--- config.mk ---
export PLATFORM = sky130hd
export DESIGN_NAME = segment_recorder
export DESIGN_NICKNAME = d
export VERILOG_FILES = /design/src/rtl/segment_recorder.sv
export SDC_FILE = /design/constraint.sdc
export NUM_CORES = 1
export LEC_CHECK = 0
export ABC_AREA = 1
export BUFFER_PORTS_ARGS = -buffer_cell sky130_fd_sc_hd__buf_2
export CORE_UTILIZATION = 58
export DETAILED_ROUTE_END_ITERATION = 12
export HOLD_SLACK_MARGIN = 0.15
export PLACE_DENSITY = 0.86
export SYNTH_ARGS = -nofsm -noshare
export SYNTH_HDL_FRONTEND = slang
export SYNTH_SLANG_ARGS = --single-unit
export TNS_END_PERCENT = 5
--- constraint.sdc ---
create_clock -name clk -period 4.9 [get_ports clk]
set_input_delay 0.245 -clock clk [delete_from_list [all_inputs] [get_ports clk]]
set_output_delay 0.245 -clock clk [all_outputs]
set_load 0.03 [all_outputs]
--- src/rtl/segment_recorder.sv ---
// segment_recorder: steers a qualified byte stream into up to four segment
// buffers of fixed length. A one-hot write strobe selects the buffer; the
// block can stop after one segment or rotate through the enabled segments.
// Arm low aborts a capture immediately and drops any pending write.
module segment_recorder #(
    parameter int LEN0 = 132,
    parameter int LEN1 = 121,
    parameter int LEN2 = 88,
    parameter int LEN3 = 55
) (
    input  logic       clk,
    input  logic       reset_n,
    input  logic       arm,
    input  logic       auto_mode,
    input  logic [3:0] ch_en,
    input  logic       sample_valid,
    input  logic [7:0] sample_in,
    output logic [3:0] wr_en,
    output logic [7:0] wr_addr,
    output logic [7:0] wr_data,
    output logic [1:0] active_ch,
    output logic       busy,
    output logic       seg_done
);

    typedef enum logic [1:0] {
        IDLE    = 2'd0,
        CAPTURE = 2'd1,
        HOLD    = 2'd2
    } state_t;

    // Terminal address of each segment (segment length minus one)
    localparam logic [7:0] LAST0 = 8'(LEN0 - 1);
    localparam logic [7:0] LAST1 = 8'(LEN1 - 1);
    localparam logic [7:0] LAST2 = 8'(LEN2 - 1);
    localparam logic [7:0] LAST3 = 8'(LEN3 - 1);

    state_t     state_reg;
    logic [7:0] cnt_reg;
    logic       terminal;

    function automatic logic [7:0] last_of(input logic [1:0] ch);
        logic [7:0] r;
        case (ch)
            2'd0:    r = LAST0;
            2'd1:    r = LAST1;
            2'd2:    r = LAST2;
            default: r = LAST3;
        endcase
        return r;
    endfunction

    // Lowest-index enabled segment; scanning downward leaves the lowest set bit
    function automatic logic [1:0] lowest_en(input logic [3:0] en);
        logic [1:0] r;
        r = 2'd0;
        for (int i = 3; i >= 0; i--) begin
            if (en[i]) r = 2'(i);
        end
        return r;
    endfunction

    // Round-robin successor: cur+1, cur+2, cur+3, then cur itself.
    // Scanning from the farthest offset down so the nearest enabled one wins.
    function automatic logic [1:0] next_en(input logic [1:0] cur, input logic [3:0] en);
        logic [1:0] r;
        logic [1:0] idx;
        r = cur;
        for (int k = 4; k >= 1; k--) begin
            idx = cur + k[1:0];
            if (en[idx]) r = idx;
        end
        return r;
    endfunction

    assign terminal = (cnt_reg == last_of(active_ch));

    // Capture FSM with registered write port, status and segment tracking
    always_ff @(posedge clk or negedge reset_n) begin
        if (!reset_n) begin
            state_reg <= IDLE;
            cnt_reg   <= 8'd0;
            wr_en     <= 4'd0;
            wr_addr   <= 8'd0;
            wr_data   <= 8'd0;
            active_ch <= 2'd0;
            busy      <= 1'b0;
            seg_done  <= 1'b0;
        end else begin
            // Strobes are single-cycle unless re-asserted below
            wr_en    <= 4'd0;
            seg_done <= 1'b0;
            case (state_reg)
                IDLE: begin
                    if (arm && (ch_en != 4'd0)) begin
                        active_ch <= lowest_en(ch_en);
                        cnt_reg   <= 8'd0;
                        state_reg <= CAPTURE;
                        busy      <= 1'b1;
                    end
                end
                CAPTURE: begin
                    if (!arm) begin
                        // Abort wins over any sample this cycle, including terminal
                        state_reg <= IDLE;
                        busy      <= 1'b0;
                        cnt_reg   <= 8'd0;
                    end else if (sample_valid) begin
                        wr_en   <= 4'b0001 << active_ch;
                        wr_addr <= cnt_reg;
                        wr_data <= sample_in;
                        if (terminal) begin
                            seg_done <= 1'b1;
                            cnt_reg  <= 8'd0;
                            if (auto_mode && (ch_en != 4'd0)) begin
                                active_ch <= next_en(active_ch, ch_en);
                            end else begin
                                state_reg <= HOLD;
                                busy      <= 1'b0;
                            end
                        end else begin
                            cnt_reg <= cnt_reg + 8'd1;
                        end
                    end
                end
                HOLD: begin
                    // Wait for arm to drop so a steady arm cannot re-trigger
                    if (!arm) state_reg <= IDLE;
                end
                default: begin
                    state_reg <= IDLE;
                    busy      <= 1'b0;
                end
            endcase
        end
    end

endmodule

Word-level counts from Yosys, hierarchy flattened
Cells that the tools add are included.
{ "totals": {"reg_bits": 34, "latch_bits": 0, "ram_bits": 0, "romBits": 0, "input_bits": 17, "output_inout_bits": 24, "word_cells": 88, "memories": 0} }
{ "classes": {"add_sub_neg": 4, "n_mul": 0, "n_div": 0, "order_cmp": 3, "n_eq_ne": 15, "shifts": 1, "muxes": 45, "bitwise_logic": 1, "n_reduce_logical": 11} }
{ "ops": {"columns": ["operator", "count"], "rows": [
  ["$mux W2", 18],
  ["$mux W8", 4],
  ["$pmux W8 S3", 1],
  ["$pmux W8 S2", 1],
  ["$mux W1", 12],
  ["$mux W4", 3],
  ["$ne A2 B2 Y1 const B", 6],
  ["$reduce_and A5 Y1", 2],
  ["$lt A2 B3 Y1 const B", 3],
  ["$ne A3 B3 Y1 const B", 3],
  ["$add A8 B1 Y8 const B", 1],
  ["$eq A8 B8 Y1", 1],
  ["$reduce_and A7 Y1", 1],
  ["$bmux W1 S2", 3],
  ["$pmux W2 S3", 1],
  ["$reduce_and A3 Y1", 2],
  ["$add A2 B2 Y2 const B", 2],
  ["$eq A2 B1 Y1 const B", 2],
  ["$eq A2 B2 Y1 const B", 2],
  ["$logic_not A2 Y1", 2],
  ["$ne A4 B4 Y1 const B", 1],
  ["$pmux W2 S2", 1],
  ["$reduce_bool A4 Y1", 1],
  ["$shl A1 B2 Y4 const A", 1],
  ["5 further kinds", 6]
]} }

Logic depth before layout (Yosys ltp)
Gate-level depths: netlist (run 1).
{ "logic_depth": {"depth_word": 11, "ltp_mapped": 12, "depth_no_buf": 12} }

Least setup slack after synthesis (run 1)
Ideal clock, no wire load.
{ "synth_path": {"path_type": "reg2reg", "from": "register active_ch[0]", "to": "register cnt_reg[4]", "setup_ns": 0.120, "arrival_ns": 1.882, "path_slack_ns": 2.898, "stages_incl_launch_ff": 10, "path_buffers": 0, "path_cell_list": "dfrtp_1 -> inv_2 -> ha_1 -> xor2_1 -> nor2_1 -> nand3_1 -> nand2_1 -> nand3_2 -> o21ai_0 -> nor2_1"} }
{ "synth_between": {"elab_chain_len": 7} }
{ "synth_lines": {"columns": ["item", "line", "rtl"], "rows": [
  ["start: declaration", "21", "output logic [1:0] active_ch,"],
  ["start signal: assignment", "96", "active_ch <= lowest_en(ch_en);"],
  ["start signal: assignment", "116", "active_ch <= next_en(active_ch, ch_en);"],
  ["$eq A2 B2 Y1 (tied with other cells)", "44", "case (ch)"],
  ["$pmux W8 S3 (*)", "44", null],
  ["$eq A8 B8 Y1 (*)", "76", "assign terminal = (cnt_reg == last_of(active_ch));"],
  ["$mux W8 (*)", "112", "if (terminal) begin"],
  ["$mux W8 (*)", "108", "end else if (sample_valid) begin"],
  ["$mux W8 (*)", "103", "if (!arm) begin"],
  ["$pmux W8 S2 (*)", "93", "case (state_reg)"],
  ["end signal: assignment", "122", "cnt_reg <= cnt_reg + 8'd1;"],
  ["end: declaration", "39", "logic [7:0] cnt_reg;"]
]} }
Every way passes the cells marked *; elsewhere a longest branch is shown, timed or not. The select of a mux whose other input is x is not followed.
A chain may end at the register's enable or synchronous reset.

Worst setup path in the final report (run 1)
Ends and elaborated chain as after synthesis.

==> flow_metrics.env, run 1 <==
export IMPL_status="complete, no violations"
export IMPL_finalHoldViolCount=0
export IMPL_first_pass_iters=4
export IMPL_die_h_um=59.66
export IMPL_syn_to_final_growth_pct=20.38
export IMPL_synth_area_sq_mm=0.001928
export IMPL_relSlewSlack_pct=50.18
export IMPL_path_max_fanout=12
export IMPL_clkTransAtPathRegs_ns=0.11
export IMPL_hold_ws_ns=0.2215
export IMPL_num_rows=20
export IMPL_power_density_mw_per_mm2=507.5
export IMPL_grt_max_degree=35
export IMPL_skew_ns=0.01758
export IMPL_avgViaCountPerCell=5.097
export IMPL_finalPower_mw=1.178
export IMPL_synthArstFlopShare_pct=100.0
export IMPL_initial_utilization_pct=62.14
export IMPL_final_cell_mix="nand2_1, buf_2, dfrtp_1, inv_1, nor2_1"
export IMPL_peakVddDrop_v=0.0003691
export IMPL_rsz0062_at_grt="false"
export IMPL_cts_root_buffer="clkbuf_4"
export IMPL_slowest_delay_ns=0.60
export IMPL_wire_per_inst_um=11.72
export IMPL_ios=41
export IMPL_cp_num_buf_inv=1
export IMPL_synth_cells=241
export IMPL_portBuffers=40
export IMPL_place_congestion=0.9020
export IMPL_finalNetCount=319
export IMPL_crit_top_cell="nor2_1"
export IMPL_drive_above_1_share_pct=24.32
export IMPL_crit_path_start_kind="register"
export IMPL_drc=0
export IMPL_slew_violations=0
export IMPL_drtIter0Drc=77
export IMPL_grt_pass1_wl_um=6589
export IMPL_cp_cell_sequence="inv_2, ha_1, xor2_1, nor2_1, nand3_1, nand2_1, nand3_2, o21ai_0, nor2_1"
export IMPL_worst_pin_slew_ns=0.7473
export IMPL_setup_viol=0
export IMPL_yosys_register_bits=34
export IMPL_synth_edf_count=0
export IMPL_synth_cell_type_count=28
export IMPL_wl_um=3985
export IMPL_track_usage_pct=25.38
export IMPL_grt_pass1_vias=1553
export IMPL_grt_ovfl_total=0
export IMPL_hold_end="cnt_reg[7]"
export IMPL_hold_depth=3
export IMPL_crit_family="simple AND/OR/NAND/NOR gates"
export IMPL_ys_warn_count=0
export IMPL_slowest_stage="dfrtp_1"
export IMPL_worst_ep_arrival_time_ns=2.31
export IMPL_dp_final_hpwl_um=2854
export IMPL_fin_crit_sh_pct=42.14
export IMPL_required_ns=5.14
export IMPL_finalSetupTns_ns=0
export IMPL_maxCapViolCount=0
export IMPL_rr_endpoint="cnt_reg[4]"
export IMPL_rrSetupSlack_ns=2.84
export IMPL_core_area_sq_mm=0.003103
export IMPL_ff2ff_path_depth=9
export IMPL_diodes=0
export IMPL_end_kind="register"
export IMPL_cts_sinks=34
export IMPL_rr_startpoint="active_ch[0]"
export IMPL_worstHoldStart="arm"
export IMPL_synthesis_nets=265
export IMPL_min_period_ns=2.065
export IMPL_vias=1733
export IMPL_die_x_um=59.66
export IMPL_ys_seq_area_share_pct=44.13
export IMPL_avgSynthCellArea_sq_um=8.000
export IMPL_dieArea_sq_mm=0.003559
export IMPL_cts_tree="built"
export IMPL_path_class="reg2reg"
export IMPL_htreeDepth=2
export IMPL_fmax_ghz=0.4843
export IMPL_final_common_cell="nand2_1"
export IMPL_insertion_delay_ns=0.35
export IMPL_synth_top_flop_cell="dfrtp_1"
export IMPL_drt_antenna_violating_nets=0
export IMPL_power_leakage_nw=1.273
export IMPL_antenna_found_initial=0
export IMPL_min_path_type="in2reg"
export IMPL_clock_path_buffers=2
export IMPL_numCtsBuffers=5
## final cells by class
class / instances / area, sq um
Clock buffer: 6 / 51.30
Clock inverter: 2 / 12.51
Fill cell: 265 / 782.0
Inverter: 34 / 133.9
Multi-Input combinational cell: 171 / 927.1
Sequential cell: 34 / 850.8
Tap cell: 44 / 55.05
Timing Repair Buffer: 49 / 290.3
## worst max path at each step
stage                     depth (start not counted)          from            to  slack, ns
after global routing                              8  active_ch[0]  state_reg[1]       2.62
after floorplan                                   9  active_ch[0]    cnt_reg[4]       2.90
after CTS                                         9  active_ch[0]    cnt_reg[4]       2.86
after detailed placement                          9  active_ch[0]    cnt_reg[4]       2.88
after global placement                            9  active_ch[0]    cnt_reg[4]       2.97
final                                             9  active_ch[0]    cnt_reg[4]       2.84
## routing by layer
layer / global-route usage (%) / wire length [um] / vias up
met4: 9.635 / 75 / 0
met5: 0 / 0 / -
li1: - / - / 878
met2: 41.90 / 1863 / 48
met3: 6.710 / 192 / 9
met1: 31.82 / 1853 / 798
## worst min-delay path, stage by stage
cell and delay (ns):
buf_2 0.14, nand4_1 0.09, o21ai_0 0.06
## Yosys cell counts (2+ instances only)
cell type  count  area, sq um
nor2_2         2        12.51
nand3_1       20        100.1
ha_1           7        87.58
nor3_1         4        20.02
inv_2          2        7.510
inv_1         30        112.6
mux2_2         8        90.09
nor2_4         2        22.52
dfrtp_1       34        850.8
nand2_2        2        12.51
o21ai_0       19        95.09
nand2_4        4        45.04
nand4_1        6        37.54
nand2_1       65        244.0
nor2_1        23        86.33
## what timing repair did
item | 4_1_cts | 5_1_grt
gates resized for setup | 0 | 0
buffers inserted | 0 | 0
endpoints found under the setup margin | 0 | 0
hold buffers | 9 | 0
hold endpoints to repair | 42 | 0
## kinds of logic (layout without fill, tap and decap cells)
logic type | after synthesis | after routing | share of synthesized area (%)
AO/OA/AOI/OAI | 23 | 23 | 6.229
flip-flops | 34 | 34 | 44.13
buffers and inverters | 36 | 91 | 7.787
XOR/XNOR | 2 | 2 | 0.9087
multiplexers | 9 | 9 | 5.451
adder cells (fa/ha/maj) | 7 | 7 | 4.542
AND/OR/NAND/NOR | 130 | 130 | 30.95
## report_power, final
part           internal (mW)  switching, mW  total (mW)
logic                  0.205          0.410       0.615
clock network         0.0689         0.0959       0.165
registers              0.344         0.0536       0.398
total                  0.618          0.560        1.18
## per-stage QoR
| stage | std cells | utilization [%] | setup slack, ns | cell area [sq um] |
|---|---|---|---|---|
| floorplan | 241 | - | 2.898 | 1928 |
| global placement | 323 | 69.84 | 2.974 | 2167 |
| detailed placement | 323 | 69.84 | 2.885 | 2167 |
| CTS | 340 | 74.80 | 2.859 | 2321 |
| global route | 340 | 74.80 | 2.623 | 2321 |
| finish | 340 | 74.80 | 2.835 | 2321 |
No activity file was read; power rests on OpenSTA's default activity.
==> inputs of run 2 (changes only) <==
--- a/config.mk
+++ b/config.mk
@@ -7,10 +7,10 @@
 export LEC_CHECK = 0
 export ABC_AREA = 1
 export BUFFER_PORTS_ARGS = -buffer_cell sky130_fd_sc_hd__buf_2
-export CORE_UTILIZATION = 58
+export CORE_UTILIZATION = 49
 export DETAILED_ROUTE_END_ITERATION = 12
 export HOLD_SLACK_MARGIN = 0.15
-export PLACE_DENSITY = 0.86
+export PLACE_DENSITY = 0.78
 export SYNTH_ARGS = -nofsm -noshare
 export SYNTH_HDL_FRONTEND = slang
 export SYNTH_SLANG_ARGS = --single-unit
==> constraint.sdc (replaced) <==
create_clock -name clk -period 1.7 [get_ports clk]
set_input_delay 0.085 -clock clk [delete_from_list [all_inputs] [get_ports clk]]
set_output_delay 0.085 -clock clk [all_outputs]
set_load 0.03 [all_outputs]
==> run 2 against run 1 <==
  * The flow now finishes with violations (negative setup slack)
  * Clock skew is 0.017 ns lower
  * Global-route usage fell by 1.1 points
  * Cell area increased by 7.3%
  * Total power rose to 3.2 times the previous value
  * First-iteration DRC count up 77%
  * Utilization shrank 7.8 points
  * Via count is 3.7% higher
  * Critical path type unchanged
  * Worst hold slack gained 0.0061 ns
  * Sequential share of layout area decreased by 2.4 points
  * Fmax rose by 19%
  * Clock-buffer cell count up 1
  * Highest routed layer unchanged
  * Wire length grew 12%
==> flow_metrics.env, run 2 (synthesis results as in run 1) <==
export IMPL_setup_slack_ns=-0.02874
export IMPL_finalSetupTns_ns=-0.02874
export IMPL_place_congestion=0.8848
export IMPL_finalPower_mw=3.790
export IMPL_status="finished with violations"
export IMPL_cts_sinks=34
export IMPL_slowest_delay_ns=0.45
export IMPL_portBuffers=40
export IMPL_dp_cells=330
export IMPL_vias=1797
export IMPL_drtIter0Drc=136
export IMPL_insertion_delay_ns=0.29
export IMPL_fin_crit_sh_pct=101.7
export IMPL_worst_ep_arrival_time_ns=1.91
export IMPL_grt_pass1_vias=1746
export IMPL_clockPowerShare_pct=16.3
export IMPL_skew_ns=0.0009200
export IMPL_wl_um=4444
export IMPL_maxCapViolCount=0
export IMPL_final_cell_mix="nand2_1, buf_2, dfrtp_1, inv_1, nor2_1"
export IMPL_crit_top_cell="nand2_1"
export IMPL_cp_cell_sequence="buf_4, ha_4, o21ai_1, nand2_1, nor2_2, nand3_2, nand2_4, nand4_1, nand2_1, nand2_1"
export IMPL_min_path_type="in2reg"
export IMPL_sequentialPowerShare_pct=30.2
export IMPL_p_sw_share_pct=45.80
export IMPL_clkTransAtPathRegs_ns=0.07
export IMPL_power_density_mw_per_mm2=1521
export IMPL_stdcell_area_sq_mm=0.002491
export IMPL_utilization_pct=67.04
export IMPL_worst_pin_slew_ns=0.7512
export IMPL_wire_per_inst_um=12.63
export IMPL_slowest_stage="dfrtp_2"
export IMPL_crit_path_start_kind="register"
export IMPL_drive_above_1_share_pct=29.61
export IMPL_drt_antenna_violating_nets=0
export IMPL_syn_to_final_growth_pct=29.20
export IMPL_combPwrFrac_pct=53.5
export IMPL_initial_utilization_pct=51.89
export IMPL_dpl_worst_slack_ns=-0.1080
export IMPL_num_rows=22
export IMPL_antenna_found_initial=0
export IMPL_p_switching_mw=1.736
export IMPL_diodes=0
export IMPL_internal_power_mw=2.054
export IMPL_grt_max_degree=35
export IMPL_placed_area_sq_mm=0.002232
export IMPL_core_area_sq_mm=0.003716
export IMPL_track_usage_pct=24.25
export IMPL_required_ns=1.88
export IMPL_final_common_cell="nand2_1"
export IMPL_numCtsBuffers=5
export IMPL_crit_family="simple AND/OR/NAND/NOR gates"
export IMPL_drc=0
export IMPL_cts_tree="built"
export IMPL_die_h_um=64.73
export IMPL_path_max_fanout=5
export IMPL_die_x_um=64.73
export IMPL_clock_path_buffers=2
export IMPL_grt_pass1_wl_um=7845
export IMPL_dieArea_sq_mm=0.004190
export IMPL_finalNetCount=327
export IMPL_fin_cells=352
export IMPL_avgViaCountPerCell=5.105
export IMPL_power_leakage_nw=1.324
export IMPL_fmax_ghz=0.5785
export IMPL_relSlewSlack_pct=49.92
export IMPL_rsz0062_at_grt="true"
export IMPL_setup_viol=1
export IMPL_peakVddDrop_v=0.0009799
export IMPL_ios=41
export IMPL_min_period_ns=1.729
export IMPL_cp_num_buf_inv=1
export IMPL_path_class="reg2reg"
export IMPL_cts_root_buffer="clkbuf_8"
export IMPL_first_pass_iters=4
export IMPL_end_kind="register"
export IMPL_htreeDepth=2
export IMPL_hold_ws_ns=0.2277
export IMPL_slew_violations=0
export IMPL_violations="negative setup slack"
export IMPL_finalHoldViolCount=0
export IMPL_grt_ovfl_total=0
export IMPL_dp_final_hpwl_um=3105
==> run 2: changes by cell type in the layout (fill, tap and decap cells not counted), sizes merged <==
cell | before | now
buf | 40 | 47
clkbuf | 6 | 7
clkinv | 2 | 3
clkinvlp | 1 | 0
dlygate4sd3 | 9 | 10
inv | 33 | 32
==> run 2: layer usage <==
metal,track usage [%],up-vias,part of all wire (%)
met3,4.754,7,4.2
met5,0,-,0
li1,-,891,-
met4,8.056,0,1.2
met1,30.02,850,43
met2,41.80,49,51
==> run 2: final cells by class <==
class / count / area [sq um]
Clock buffer: 7 / 86.33
Clock inverter: 1 / 5.005
Fill cell: 319 / 1225
Inverter: 34 / 138.9
Multi-Input combinational cell: 171 / 994.7
Sequential cell: 34 / 853.3
Tap cell: 48 / 60.06
Timing Repair Buffer: 57 / 352.8
==> run 2: final timing paths <==
| path | to | slack (ns) | startpoint | depth (start not counted) |
|---|---|---|---|---|
| worst min register to register | wr_addr[0] | 0.48 | wr_addr[0] | 2 |
| worst min-delay path | wr_en[1] | 0.23 | sample_valid | 3 |
| worst max register to register | state_reg[0] | -0.03 | active_ch[1] | 10 |
| min in group asynchronous | wr_addr[5] | 0.40 | reset_n | 2 |
| max in group asynchronous | active_ch[1] | 0.78 | reset_n | 2 |
| worst max-delay path | state_reg[0] | -0.03 | active_ch[1] | 10 |
==> run 2: worst min-delay path: cells and delay by family <==
family        cells  cell delay, ns
simple gates      2            0.27
buf+inv           1            0.12
==> run 2: repair_timing <==
| action | 4_1_cts | 5_1_grt |
|---|---|---|
| endpoints found under the setup margin | 12 | 13 |
| buffers inserted | 3 | 1 |
| pin swaps | 4 | 0 |
| endpoints found under the hold margin | 44 | 0 |
| resized for setup | 7 | 3 |
| hold buffers | 10 | 0 |
==> run 2: power groups by stage <==
stage	clock network, mW	registers, mW	logic [mW]
finish	0.616	1.14	2.03
floorplan	0	1.46	1.10
global route	0.658	1.17	2.25
global placement	0	1.15	1.82
CTS	0.620	1.13	1.99
detailed placement	0	1.16	1.84
==> inputs of run 3 (changes only) <==
--- a/config.mk
+++ b/config.mk
@@ -7,10 +7,12 @@
 export LEC_CHECK = 0
 export ABC_AREA = 1
 export BUFFER_PORTS_ARGS = -buffer_cell sky130_fd_sc_hd__buf_2
+export CORE_ASPECT_RATIO = 2
 export CORE_UTILIZATION = 49
 export DETAILED_ROUTE_END_ITERATION = 12
 export HOLD_SLACK_MARGIN = 0.15
 export PLACE_DENSITY = 0.78
+export SKIP_LAST_GASP = 1
 export SYNTH_ARGS = -nofsm -noshare
 export SYNTH_HDL_FRONTEND = slang
 export SYNTH_SLANG_ARGS = --single-unit
==> run 3 against run 2 <==
  * The run now ends clean
  * Flip-flop and latch count is the same
  * Fmax grew 4.4%
  * Global-route usage shrank 0.80 points
  * Cell count is 0.57% higher
  * Critical path depth increased by 1
  * Non-clock buffer count increased by 1
  * Clock-buffer cell count is 1 lower
  * Cell area increased by 0.70%
==> flow_metrics.env, run 3 (synthesis results as in run 1) <==
export IMPL_placed_area_sq_mm=0.002248
export IMPL_diodes=0
export IMPL_stdcell_area_sq_mm=0.002509
export IMPL_wire_per_inst_um=12.69
export IMPL_min_period_ns=1.656
export IMPL_num_rows=31
export IMPL_end_kind="register"
export IMPL_path_class="reg2reg"
export IMPL_dp_final_hpwl_um=3251
export IMPL_die_h_um=90.71
export IMPL_path_max_fanout=6
export IMPL_drtIter0Drc=45
export IMPL_core_area_sq_mm=0.003685
export IMPL_crit_path_start_kind="register"
export IMPL_fin_crit_sh_pct=97.44
export IMPL_cts_tree="built"
export IMPL_fill_cells=309
export IMPL_syn_to_final_growth_pct=30.11
export IMPL_status="complete, no violations"
export IMPL_clkTransAtPathRegs_ns=0.07
export IMPL_grt_max_degree=35
export IMPL_antenna_found_initial=0
export IMPL_power_density_mw_per_mm2=1543
export IMPL_drc=0
export IMPL_first_pass_iters=4
export IMPL_drive_above_1_share_pct=31.15
export IMPL_portBuffers=40
export IMPL_maxCapViolCount=0
export IMPL_setup_slack_ns=0.04357
export IMPL_die_x_um=46.36
export IMPL_grt_pass1_wl_um=7300
export IMPL_finalNetCount=328
export IMPL_initial_utilization_pct=52.33
export IMPL_cp_cell_sequence="ha_2, inv_1, nand2_1, nand2_1, nand2_1, nor2_2, nand3_2, nand2_4, nand4_1, nand2_1, nand2_1"
export IMPL_worst_ep_arrival_time_ns=1.84
export IMPL_dpl_worst_slack_ns=-0.03287
export IMPL_final_cell_mix="nand2_1, buf_2, dfrtp_1, inv_1, nor2_1"
export IMPL_power_leakage_nw=1.326
export IMPL_worst_pin_slew_ns=0.7385
export IMPL_htreeDepth=2
export IMPL_grt_ovfl_total=0
export IMPL_ios=41
export IMPL_final_common_cell="nand2_1"
export IMPL_wl_um=4493
export IMPL_setup_viol=0
export IMPL_numCtsBuffers=5
export IMPL_min_path_type="in2reg"
export IMPL_insertion_delay_ns=0.29
export IMPL_grt_pass1_vias=1690
export IMPL_dieArea_sq_mm=0.004205
export IMPL_relSlewSlack_pct=50.77
export IMPL_clock_path_buffers=2
export IMPL_fmax_ghz=0.6037
export IMPL_cts_root_buffer="clkbuf_8"
export IMPL_avgViaCountPerCell=4.966
export IMPL_peakVddDrop_v=0.0008849
export IMPL_rsz0062_at_grt="true"
export IMPL_slowest_stage="dfrtp_2"
export IMPL_slew_violations=0
export IMPL_track_usage_pct=23.45
export IMPL_place_congestion=0.8598
export IMPL_crit_top_cell="nand2_1"
export IMPL_vias=1758
export IMPL_required_ns=1.88
export IMPL_skew_ns=0.004484
export IMPL_cts_sinks=34
export IMPL_drt_antenna_violating_nets=0
export IMPL_slowest_delay_ns=0.47
export IMPL_finalHoldViolCount=0
[run 3: worst paths after layout]
path | startpoint | cells after the start | end | slack [ns]
max | active_ch[0] | 11 | state_reg[0] | 0.04
min | sample_valid | 3 | seg_done | 0.21
max reg2reg | active_ch[0] | 11 | state_reg[0] | 0.04
min reg2reg | busy | 2 | busy | 0.48
max in group asynchronous | reset_n | 2 | active_ch[0] | 0.79
min in group asynchronous | reset_n | 2 | wr_en[3] | 0.40
[run 3: metal layers]
layer | wire (um) | global-route usage, % | vias up
met2 | 2615 | 42.01 | 35
met5 | 0 | 0 | -
met3 | 106 | 3.200 | 12
met1 | 1610 | 23.29 | 817
met4 | 161 | 12.99 | 0
li1 | - | - | 894
[run 3: final cells by class]
type | instances | area [sq um] | area share, %
Multi-Input combinational cell | 171 | 999.7 | 39.85
Timing Repair Buffer | 58 | 360.3 | 14.36
Clock buffer | 6 | 82.58 | 3.292
Tap cell | 49 | 61.31 | 2.444
Sequential cell | 34 | 853.3 | 34.01
Clock inverter | 2 | 12.51 | 0.4988
Inverter | 34 | 138.9 | 5.536
[run 3: stage by stage]
step                      utilization, %  setup TNS [ns]  total power, mW  std cells  hold slack [ns]
after floorplan                        -               0            2.560        241          -0.2106
after global placement             61.02               0            3.019        333           0.1885
after detailed placement           61.02         -0.1608            3.067        333           0.1904
after CTS                          66.79               0            3.750        353           0.2150
after global routing               68.08          -1.181            4.157        354           0.2411
final                              68.08               0            3.870        354           0.2106
[run 3: what timing repair did]
action	CTS	global route
setup buffers	2	1
hold buffers	10	0
setup endpoints to repair	10	13
hold endpoints to repair	44	0
pin swaps	0	7
resized for setup	1	11
[run 3: critical path: cells and delay by family, from the launching register on]
family        cells  cell delay [ns]
simple gates      9             0.79
buf+inv           1             0.07
flops             1             0.47
fa+ha+maj         1             0.22
[run 3: power breakdown]
group	internal (mW)	switching [mW]
sequential	0.998	0.147
clock	0.325	0.300
combinational	0.747	1.35
